[src/rtl/fsm_antifurto_param.sv]
// Parametrised car anti-theft controller.
// Watches N door inputs and the ignition switch, runs its own seconds countdown
// from a 1 Hz enable, and drives the status LED and siren directly.
// The delay table (rearm / driver entry / passenger entry / siren duration)
// can only be rewritten while the ignition is on, so it cannot be changed by
// someone who has not started the car.
module fsm_antifurto_param #(
    parameter int N_DOORS   = 4,
    parameter int TW        = 4,
    parameter int T_ARM_DEF = 6,
    parameter int T_DRV_DEF = 8,
    parameter int T_PAS_DEF = 15,
    parameter int T_ALM_DEF = 10
) (
    input  logic               clock,
    input  logic               reset,
    input  logic               ignition,
    input  logic [N_DOORS-1:0] doors,
    input  logic               one_hz_enable,
    input  logic               reprogram,
    input  logic [1:0]         prog_sel,
    input  logic [TW-1:0]      prog_val,
    output logic               status,
    output logic               enable_siren,
    output logic [2:0]         estado,
    output logic [TW-1:0]      time_left,
    output logic [N_DOORS-1:0] trig_door
);

    typedef enum logic [2:0] {
        ST_ARMED     = 3'd0,
        ST_TRIGGERED = 3'd1,
        ST_ALARM     = 3'd2,
        ST_IGN_ON    = 3'd3,
        ST_IGN_OFF   = 3'd4,
        ST_DRV_OPEN  = 3'd5,
        ST_REARM     = 3'd6
    } state_t;

    localparam logic [TW-1:0] TIMER_ZERO = {TW{1'b0}};
    localparam logic [TW-1:0] TIMER_ONE  = {{(TW-1){1'b0}}, 1'b1};

    state_t               state_r;
    logic [TW-1:0]        timer_r;
    logic                 status_r;
    logic                 siren_r;
    logic [N_DOORS-1:0]   trig_r;

    logic [TW-1:0]        t_arm_r;
    logic [TW-1:0]        t_drv_r;
    logic [TW-1:0]        t_pas_r;
    logic [TW-1:0]        t_alm_r;

    logic                 expire_s;
    logic [TW-1:0]        timer_dec_s;
    logic [TW-1:0]        prog_eff_s;
    logic [N_DOORS-1:0]   low_door_s;
    logic                 any_door_s;
    logic                 prog_ok_s;

    // Timer helpers, lowest open door and sanitised program value.
    always_comb begin
        expire_s    = 1'b0;
        timer_dec_s = timer_r;
        prog_eff_s  = prog_val;
        if (one_hz_enable && (timer_r == TIMER_ONE)) begin
            expire_s = 1'b1;
        end else begin
            expire_s = 1'b0;
        end
        if (one_hz_enable && (timer_r != TIMER_ZERO)) begin
            timer_dec_s = timer_r - TIMER_ONE;
        end else begin
            timer_dec_s = timer_r;
        end
        // A zero delay would never expire, so it is stored as one second.
        if (prog_val == TIMER_ZERO) begin
            prog_eff_s = TIMER_ONE;
        end else begin
            prog_eff_s = prog_val;
        end
        // Two's-complement trick isolates the lowest set bit.
        low_door_s = doors & (~doors + {{(N_DOORS-1){1'b0}}, 1'b1});
        any_door_s = |doors;
        prog_ok_s  = reprogram && (state_r == ST_IGN_ON);
    end

    // Delay table: writable only with the ignition on; new values apply at the next load.
    always_ff @(posedge clock) begin
        if (reset) begin
            t_arm_r <= TW'(T_ARM_DEF);
            t_drv_r <= TW'(T_DRV_DEF);
            t_pas_r <= TW'(T_PAS_DEF);
            t_alm_r <= TW'(T_ALM_DEF);
        end else if (prog_ok_s) begin
            case (prog_sel)
                2'd0:    t_arm_r <= prog_eff_s;
                2'd1:    t_drv_r <= prog_eff_s;
                2'd2:    t_pas_r <= prog_eff_s;
                2'd3:    t_alm_r <= prog_eff_s;
                default: t_arm_r <= t_arm_r;
            endcase
        end else begin
            t_arm_r <= t_arm_r;
        end
    end

    // Main FSM: state, countdown, LED, siren and trigger latch all registered together.
    always_ff @(posedge clock) begin
        if (reset) begin
            state_r  <= ST_ARMED;
            timer_r  <= TIMER_ZERO;
            status_r <= 1'b0;
            siren_r  <= 1'b0;
            trig_r   <= {N_DOORS{1'b0}};
        end else begin
            case (state_r)
                ST_ARMED: begin
                    siren_r <= 1'b0;
                    if (ignition) begin
                        state_r  <= ST_IGN_ON;
                        status_r <= 1'b0;
                    end else if (doors[0]) begin
                        // Driver door takes priority over any passenger door.
                        state_r  <= ST_TRIGGERED;
                        timer_r  <= t_drv_r;
                        status_r <= 1'b1;
                        trig_r   <= {{(N_DOORS-1){1'b0}}, 1'b1};
                    end else if (any_door_s) begin
                        state_r  <= ST_TRIGGERED;
                        timer_r  <= t_pas_r;
                        status_r <= 1'b1;
                        trig_r   <= low_door_s;
                    end else if (one_hz_enable) begin
                        status_r <= ~status_r;
                    end else begin
                        status_r <= status_r;
                    end
                end
                ST_TRIGGERED: begin
                    timer_r <= timer_dec_s;
                    siren_r <= 1'b0;
                    if (ignition) begin
                        state_r  <= ST_IGN_ON;
                        status_r <= 1'b0;
                    end else if (expire_s) begin
                        state_r  <= ST_ALARM;
                        timer_r  <= t_alm_r;
                        status_r <= 1'b1;
                        siren_r  <= 1'b1;
                    end else begin
                        status_r <= 1'b1;
                    end
                end
                ST_ALARM: begin
                    timer_r <= timer_dec_s;
                    if (ignition) begin
                        state_r  <= ST_IGN_ON;
                        status_r <= 1'b0;
                        siren_r  <= 1'b0;
                    end else if (expire_s) begin
                        state_r  <= ST_ARMED;
                        status_r <= 1'b0;
                        siren_r  <= 1'b0;
                    end else begin
                        status_r <= 1'b1;
                        siren_r  <= 1'b1;
                    end
                end
                ST_IGN_ON: begin
                    status_r <= 1'b0;
                    siren_r  <= 1'b0;
                    if (!ignition) begin
                        state_r <= ST_IGN_OFF;
                    end else begin
                        state_r <= ST_IGN_ON;
                    end
                end
                ST_IGN_OFF: begin
                    status_r <= 1'b0;
                    siren_r  <= 1'b0;
                    if (ignition) begin
                        state_r <= ST_IGN_ON;
                    end else if (doors[0]) begin
                        state_r <= ST_DRV_OPEN;
                    end else begin
                        state_r <= ST_IGN_OFF;
                    end
                end
                ST_DRV_OPEN: begin
                    status_r <= 1'b0;
                    siren_r  <= 1'b0;
                    if (ignition) begin
                        state_r <= ST_IGN_ON;
                    end else if (!doors[0]) begin
                        state_r <= ST_REARM;
                        timer_r <= t_arm_r;
                    end else begin
                        state_r <= ST_DRV_OPEN;
                    end
                end
                ST_REARM: begin
                    status_r <= 1'b0;
                    siren_r  <= 1'b0;
                    timer_r  <= timer_dec_s;
                    if (ignition) begin
                        state_r <= ST_IGN_ON;
                    end else if (any_door_s) begin
                        // Any door activity restarts the rearm countdown.
                        timer_r <= t_arm_r;
                    end else if (expire_s) begin
                        state_r <= ST_ARMED;
                    end else begin
                        state_r <= ST_REARM;
                    end
                end
                default: begin
                    state_r  <= ST_ARMED;
                    status_r <= 1'b0;
                    siren_r  <= 1'b0;
                end
            endcase
        end
    end

    assign status       = status_r;
    assign enable_siren = siren_r;
    assign estado       = state_r;
    assign time_left    = timer_r;
    assign trig_door    = trig_r;

endmodule

[config.mk]
export PLATFORM = sky130hd
export DESIGN_NAME = fsm_antifurto_param
export DESIGN_NICKNAME = d
export VERILOG_FILES = /design/src/rtl/fsm_antifurto_param.sv
export SDC_FILE = /design/constraint.sdc
export NUM_CORES = 1
export LEC_CHECK = 0
export ABC_AREA = 0
export BUFFER_PORTS_ARGS = -buffer_cell sky130_fd_sc_hd__buf_2
export CORE_MARGIN = 5
export CORE_UTILIZATION = 50
export DETAILED_ROUTE_END_ITERATION = 10
export PLACE_DENSITY_LB_ADDON = 0.08
export SLEW_MARGIN = 25
export SYNTH_ARGS = -nofsm -noshare
export SYNTH_HDL_FRONTEND = slang
export SYNTH_SLANG_ARGS = --single-unit
[constraint.sdc]
create_clock -name clock -period 2.1 [get_ports clock]
set_input_delay 0.525 -clock clock [delete_from_list [all_inputs] [get_ports clock]]
set_output_delay 0.525 -clock clock [all_outputs]
set_load 0.01 [all_outputs]
After elaboration in Yosys (flattened, before gate mapping)
Index checks and enable logic that the tools add are counted.
W data, S select, Z words.

storage, ports and cells
  flip-flop bits (word level) = 29
  input port bits = 15
  output and inout port bits = 13
  word-level logic and storage cells = 93

operators by class
  add/sub/neg operators = 2
  eq/ne operators = 19
  muxes and demuxes = 42
  bitwise logic cells = 4
  reductions and logical operators = 17

operator list
  cell                   count
  $mux W4                13
  $mux W3                13
  $pmux W3 S7            1
  $pmux W4 S5            1
  $ne A3 B3 Y1 const B   4
  $mux W1                11
  $eq A3 B3 Y1 const B   3
  $reduce_and A2 Y1      4
  $eq A3 B2 Y1 const B   2
  $ne A2 B2 Y1 const B   3
  $ne A5 B5 Y1 const B   1
  $reduce_and A5 Y1      1
  $reduce_bool A5 Y1     1
  $add A4 B1 Y4 const B  1
  $and A4 B4 Y4          1
  $eq A2 B2 Y1 const B   2
  $eq A4 B1 Y1 const B   1
  $logic_not A4 Y1       1
  $ne A4 B4 Y1 const B   1
  $not A4 Y4             1
  $reduce_and A4 Y1      1
  $reduce_bool A4 Y1     1
  $reduce_or A4 Y1       1
  $sub A4 B1 Y4 const B  1
  other kinds (11)       14

Longest topological paths before layout
  depth after elaboration = 7
  mapped depth = 7
  mapped depth without buffers = 7

Worst setup path before layout
Ideal clock, no wire load.

  path kind = input -> register
  start = input doors[0]
  end = register status_r, in the netlist status
  library setup time = 0.128 ns
  arrival = 1.895 ns
  setup slack = 0.077 ns
  stages = 5
  path buffers = 0
  cell sequence = or4_4 > or4_4 > nor4_4 > mux2i_1 > nor2_1

between the ends
  word-level cells in the longest chain between the ends = 5

ends and longest elaborated chain
  what                    RTL line  RTL
  start: declaration      18        input logic [N_DOORS-1:0] doors,
  $reduce_or A4 Y1        84        any_door_s = |doors;
  $mux W1                 129       end else if (any_door_s) begin
  $mux W1                 123       end else if (doors[0]) begin
  $mux W1                 120       if (ignition) begin
  $pmux W1 S3             117       case (state_r)
  end signal: assignment  135       status_r <= ~status_r;
  end signal: assignment  137       status_r <= status_r;
  end: declaration        45        logic status_r;

Parallel ways exist; a longest one is shown, timed or not.
A chain may end at the register's enable or synchronous reset.

Final worst setup path
  start = register state_r[0], in the netlist estado[0]
  end = register timer_r[3], in the netlist time_left[3]

between the ends
  word-level cells in the longest chain between the ends = 3

ends and longest elaborated chain
  what                                                         RTL line  RTL
  start: declaration                                           43        state_t state_r;
  start signal: assignment                                     111       state_r <= ST_ARMED;
  start signal: assignment                                     121       state_r <= ST_IGN_ON;
  start signal: assignment                                     125       state_r <= ST_TRIGGERED;
  $eq A3 B3 Y1 (tied with other cells)                         117
  $reduce_bool A5 Y1 (no source line) (tied with other cells)  n/a
  $reduce_and A5 Y1 (no source line)                           n/a
  end signal: assignment                                       126       timer_r <= t_drv_r;
  end signal: assignment                                       131       timer_r <= t_pas_r;
  end signal: assignment                                       141       timer_r <= timer_dec_s;
  end: declaration                                             44        logic [TW-1:0] timer_r;

Parallel ways exist; a longest one is shown, timed or not.

==> results.toml <==
[die]
std_cell_rows = 20
core_area_sq_um = 3100
die_area_sq_um = 4510
initial_core_util_pct = 52.7
die-height_um = 67.2
chipWidth_um = 67.2
ios = 28

[route]
vias_per_cell = 5.72
dr.first_iter.drc_count = 75
wl_um = 4130
wl_per_cell_um = 14.9
final_antenna_net_count = 0
drt_first_pass_iters = 4
via_count = 1589
drc = 0

[sta]
relSlewSlack_pct = 60.3
setup_tns_ns = 0
rsz0062_at_grt = "no"
period_minus_slack_ns = 1.88
layout_setup_ws_ns = 0.219
drv_slew = 0
max_freq_mhz = 532
fin_worst_skew_ns = 0.00868
hold_viol_final = 0
setup_viol = 0
fin_crit_sh_pct = 89.6
worst_pin_slew_ns = 0.595

[synth]
syn_area_per_cell_sq_um = 8.47
async_flop_share_pct = 0
synth.distinct_cells = 46
syn_nets = 210
yosysSeqAreaShare_pct = 35.5
synth_edf_count = 0
yosysWarnings = 0
synth_ff_type = "dfxtp_1"
netlist_instances = 193
netlist_area_sq_um = 1640
synth_seq_cells = 29

[clock_network]
hold_buffers = 0
clock_latency_ns = 0.33
cts_made_buffers = 5
cts_tree = "built"
cts_root_buf = "clkbuf_4"
tritoncts_num_sinks = 29
cts-resized-gates = 0
h-tree-depth = 2
cts.clk_slew.worst_paths_ns = 0.09
clock_path_buffers = 2
postCtsSetupBuffers = 0

[global_route]
grt_max_degree = 21
grt_pass1_wl_um = 6920
overflow = 0
grt_pass1_vias = 1505
grt_usage_pct = 20.3
antenna_found_initial = 0

[setup_path]
worstReg2RegStart = "estado[0]"
crit_chain = "nand2b_1, o31a_1, o221ai_1, a32o_1"
critical_path_required_ns = 2.38
end_kind = "flip-flop"
crit_start = "estado[0]"
max_stage_delay_ns = 0.71
cp_slowest_cell = "dfxtp_1"
cp-start-kind = "flip-flop"
r2r-end = "time_left[3]"
crit_type = "flip-flop to flip-flop"
r2r_slack_ns = 0.22
cp_max_fo = 20
r2r_cells = 4
worst_ep_arrival_time_ns = 2.16

[hold_path]
worstHoldStart = "trig_door[0]"
whs_endpoint = "trig_door[0]"
worst_hold_path.num_cells = 2
min_path_type = "flip-flop to flip-flop"

[finish]
final_common_cell = "dfxtp_1"
final_util_pct = 64.2
area_growth_pct = 21.7
final_nets = 250
antennaDiodeCount = 0
most-common-layout-cells = "29 x dfxtp_1, 27 x buf_2, 26 x nor2_1"
drive_gt1_share_pct = 24.8

[run]
max_cap_viol_count = 0

[placement]
post-place-ws_ns = -0.0921
port_buffers = 27
place_congestion = 0.875
place_hpwl_um = 3120

[power_and_ir_drop]
leakage_nw = 0.812
powerDensity_nw_per_um2 = 1040
ir_worst_vdd_uv = 537
finalPower_w = 0.00206

[run_status]
status = "finished clean"
## kinds of logic (layout without fill, tap and decap cells)
group                    Yosys count  in the layout  synth area share (%)
AND/OR/NAND/NOR                   79             79                  26.5
AO/OA/AOI/OAI                     53             53                  24.5
flip-flops                        29             29                  35.5
buffers and inverters             17             58                  4.06
multiplexers                      11             11                  6.81
adder cells (fa/ha/maj)            2              2                  1.53
XOR/XNOR                           2              2                  1.07
## layout make-up
type / count / area [sq um]
multi-input cells: 147 / 988
inverters: 7 / 26.3
flip-flops and latches: 29 / 581
clock buffers: 7 / 55.1
clock inverters: 1 / 30.0
repair buffers: 43 / 255
fillers: 303 / 1110
well taps: 44 / 55.1
## worst max path at each step
| stage | endpoint | slack (ns) | cells after the start |
|---|---|---|---|
| after floorplan | status | 0.08 | 5 |
| after global placement | time_left[1] | -0.05 | 6 |
| after detailed placement | time_left[2] | -0.09 | 6 |
| after CTS | time_left[1] | 0.22 | 7 |
| after global routing | time_left[2] | 0.09 | 4 |
| final | time_left[3] | 0.22 | 4 |
## synth_stat cells, drive strengths merged, types with 2 or more instances
cell type	instances	area, sq um
nand2b	4	25.0
mux2i	10	100
buf	4	17.5
nor2	26	97.6
nor2b	8	50.1
o32ai	2	17.5
nor4	4	40.0
o31a	2	17.5
inv	7	26.3
nor3	6	30.0
a31oi	4	25.0
a32o	5	50.1
nand2	16	60.1
nor3b	2	15.0
o221ai	4	35.0
ha	2	25.0
o21ai	2	10.0
a211o	8	70.1
a21oi	12	60.1
a21o	2	15.0
a211oi	3	22.5
clkbuf	6	22.5
or4	2	22.5
o31ai	3	27.5
dfxtp	29	581
xnor2	2	17.5
o41ai	2	17.5
## per-layer routing
metal  track usage, %  share of wire [%]  vias up
met5                0                  0        -
met4             7.09                1.2        0
met3             5.32                4.3        6
met2             34.0                 48       33
met1             24.9                 46      750
li1                 -                  -      800
## state kept, by name, summed over array words and instances (netlist names)
register / cells
enable_siren: 1
estado: 3
status: 1
t_alm_r: 4
t_arm_r: 4
t_drv_r: 4
t_pas_r: 4
time_left: 4
trig_door: 4
## worst max-delay path, delay by kind of cell (launching register included)
family             cells  cell delay (ns)
AOI/OAI and AO/OA      3             0.82
DFF                    1             0.71
and+or+nand+nor        1             0.30
## report_power, final
| part | leakage (nW) | internal (W) | total (W) | switching (W) |
|---|---|---|---|---|
| Clock | 0.0455 | 0.000284 | 0.000478 | 0.000194 |
| Sequential | 0.236 | 0.000625 | 0.000754 | 0.000129 |
| Combinational | 0.530 | 0.000394 | 0.000832 | 0.000438 |
| Total | 0.812 | 0.00130 | 0.00206 | 0.000761 |
## through the flow
stage,hold WS [ns],cell area (sq um),instances
after global routing,0.479,1990,278
after detailed placement,0.454,1910,270
after floorplan,0.435,1640,193
after CTS,0.472,1990,278
after global placement,0.442,1910,270
final,0.467,1990,278
Note: power is estimated with default switching activity, not from simulation.
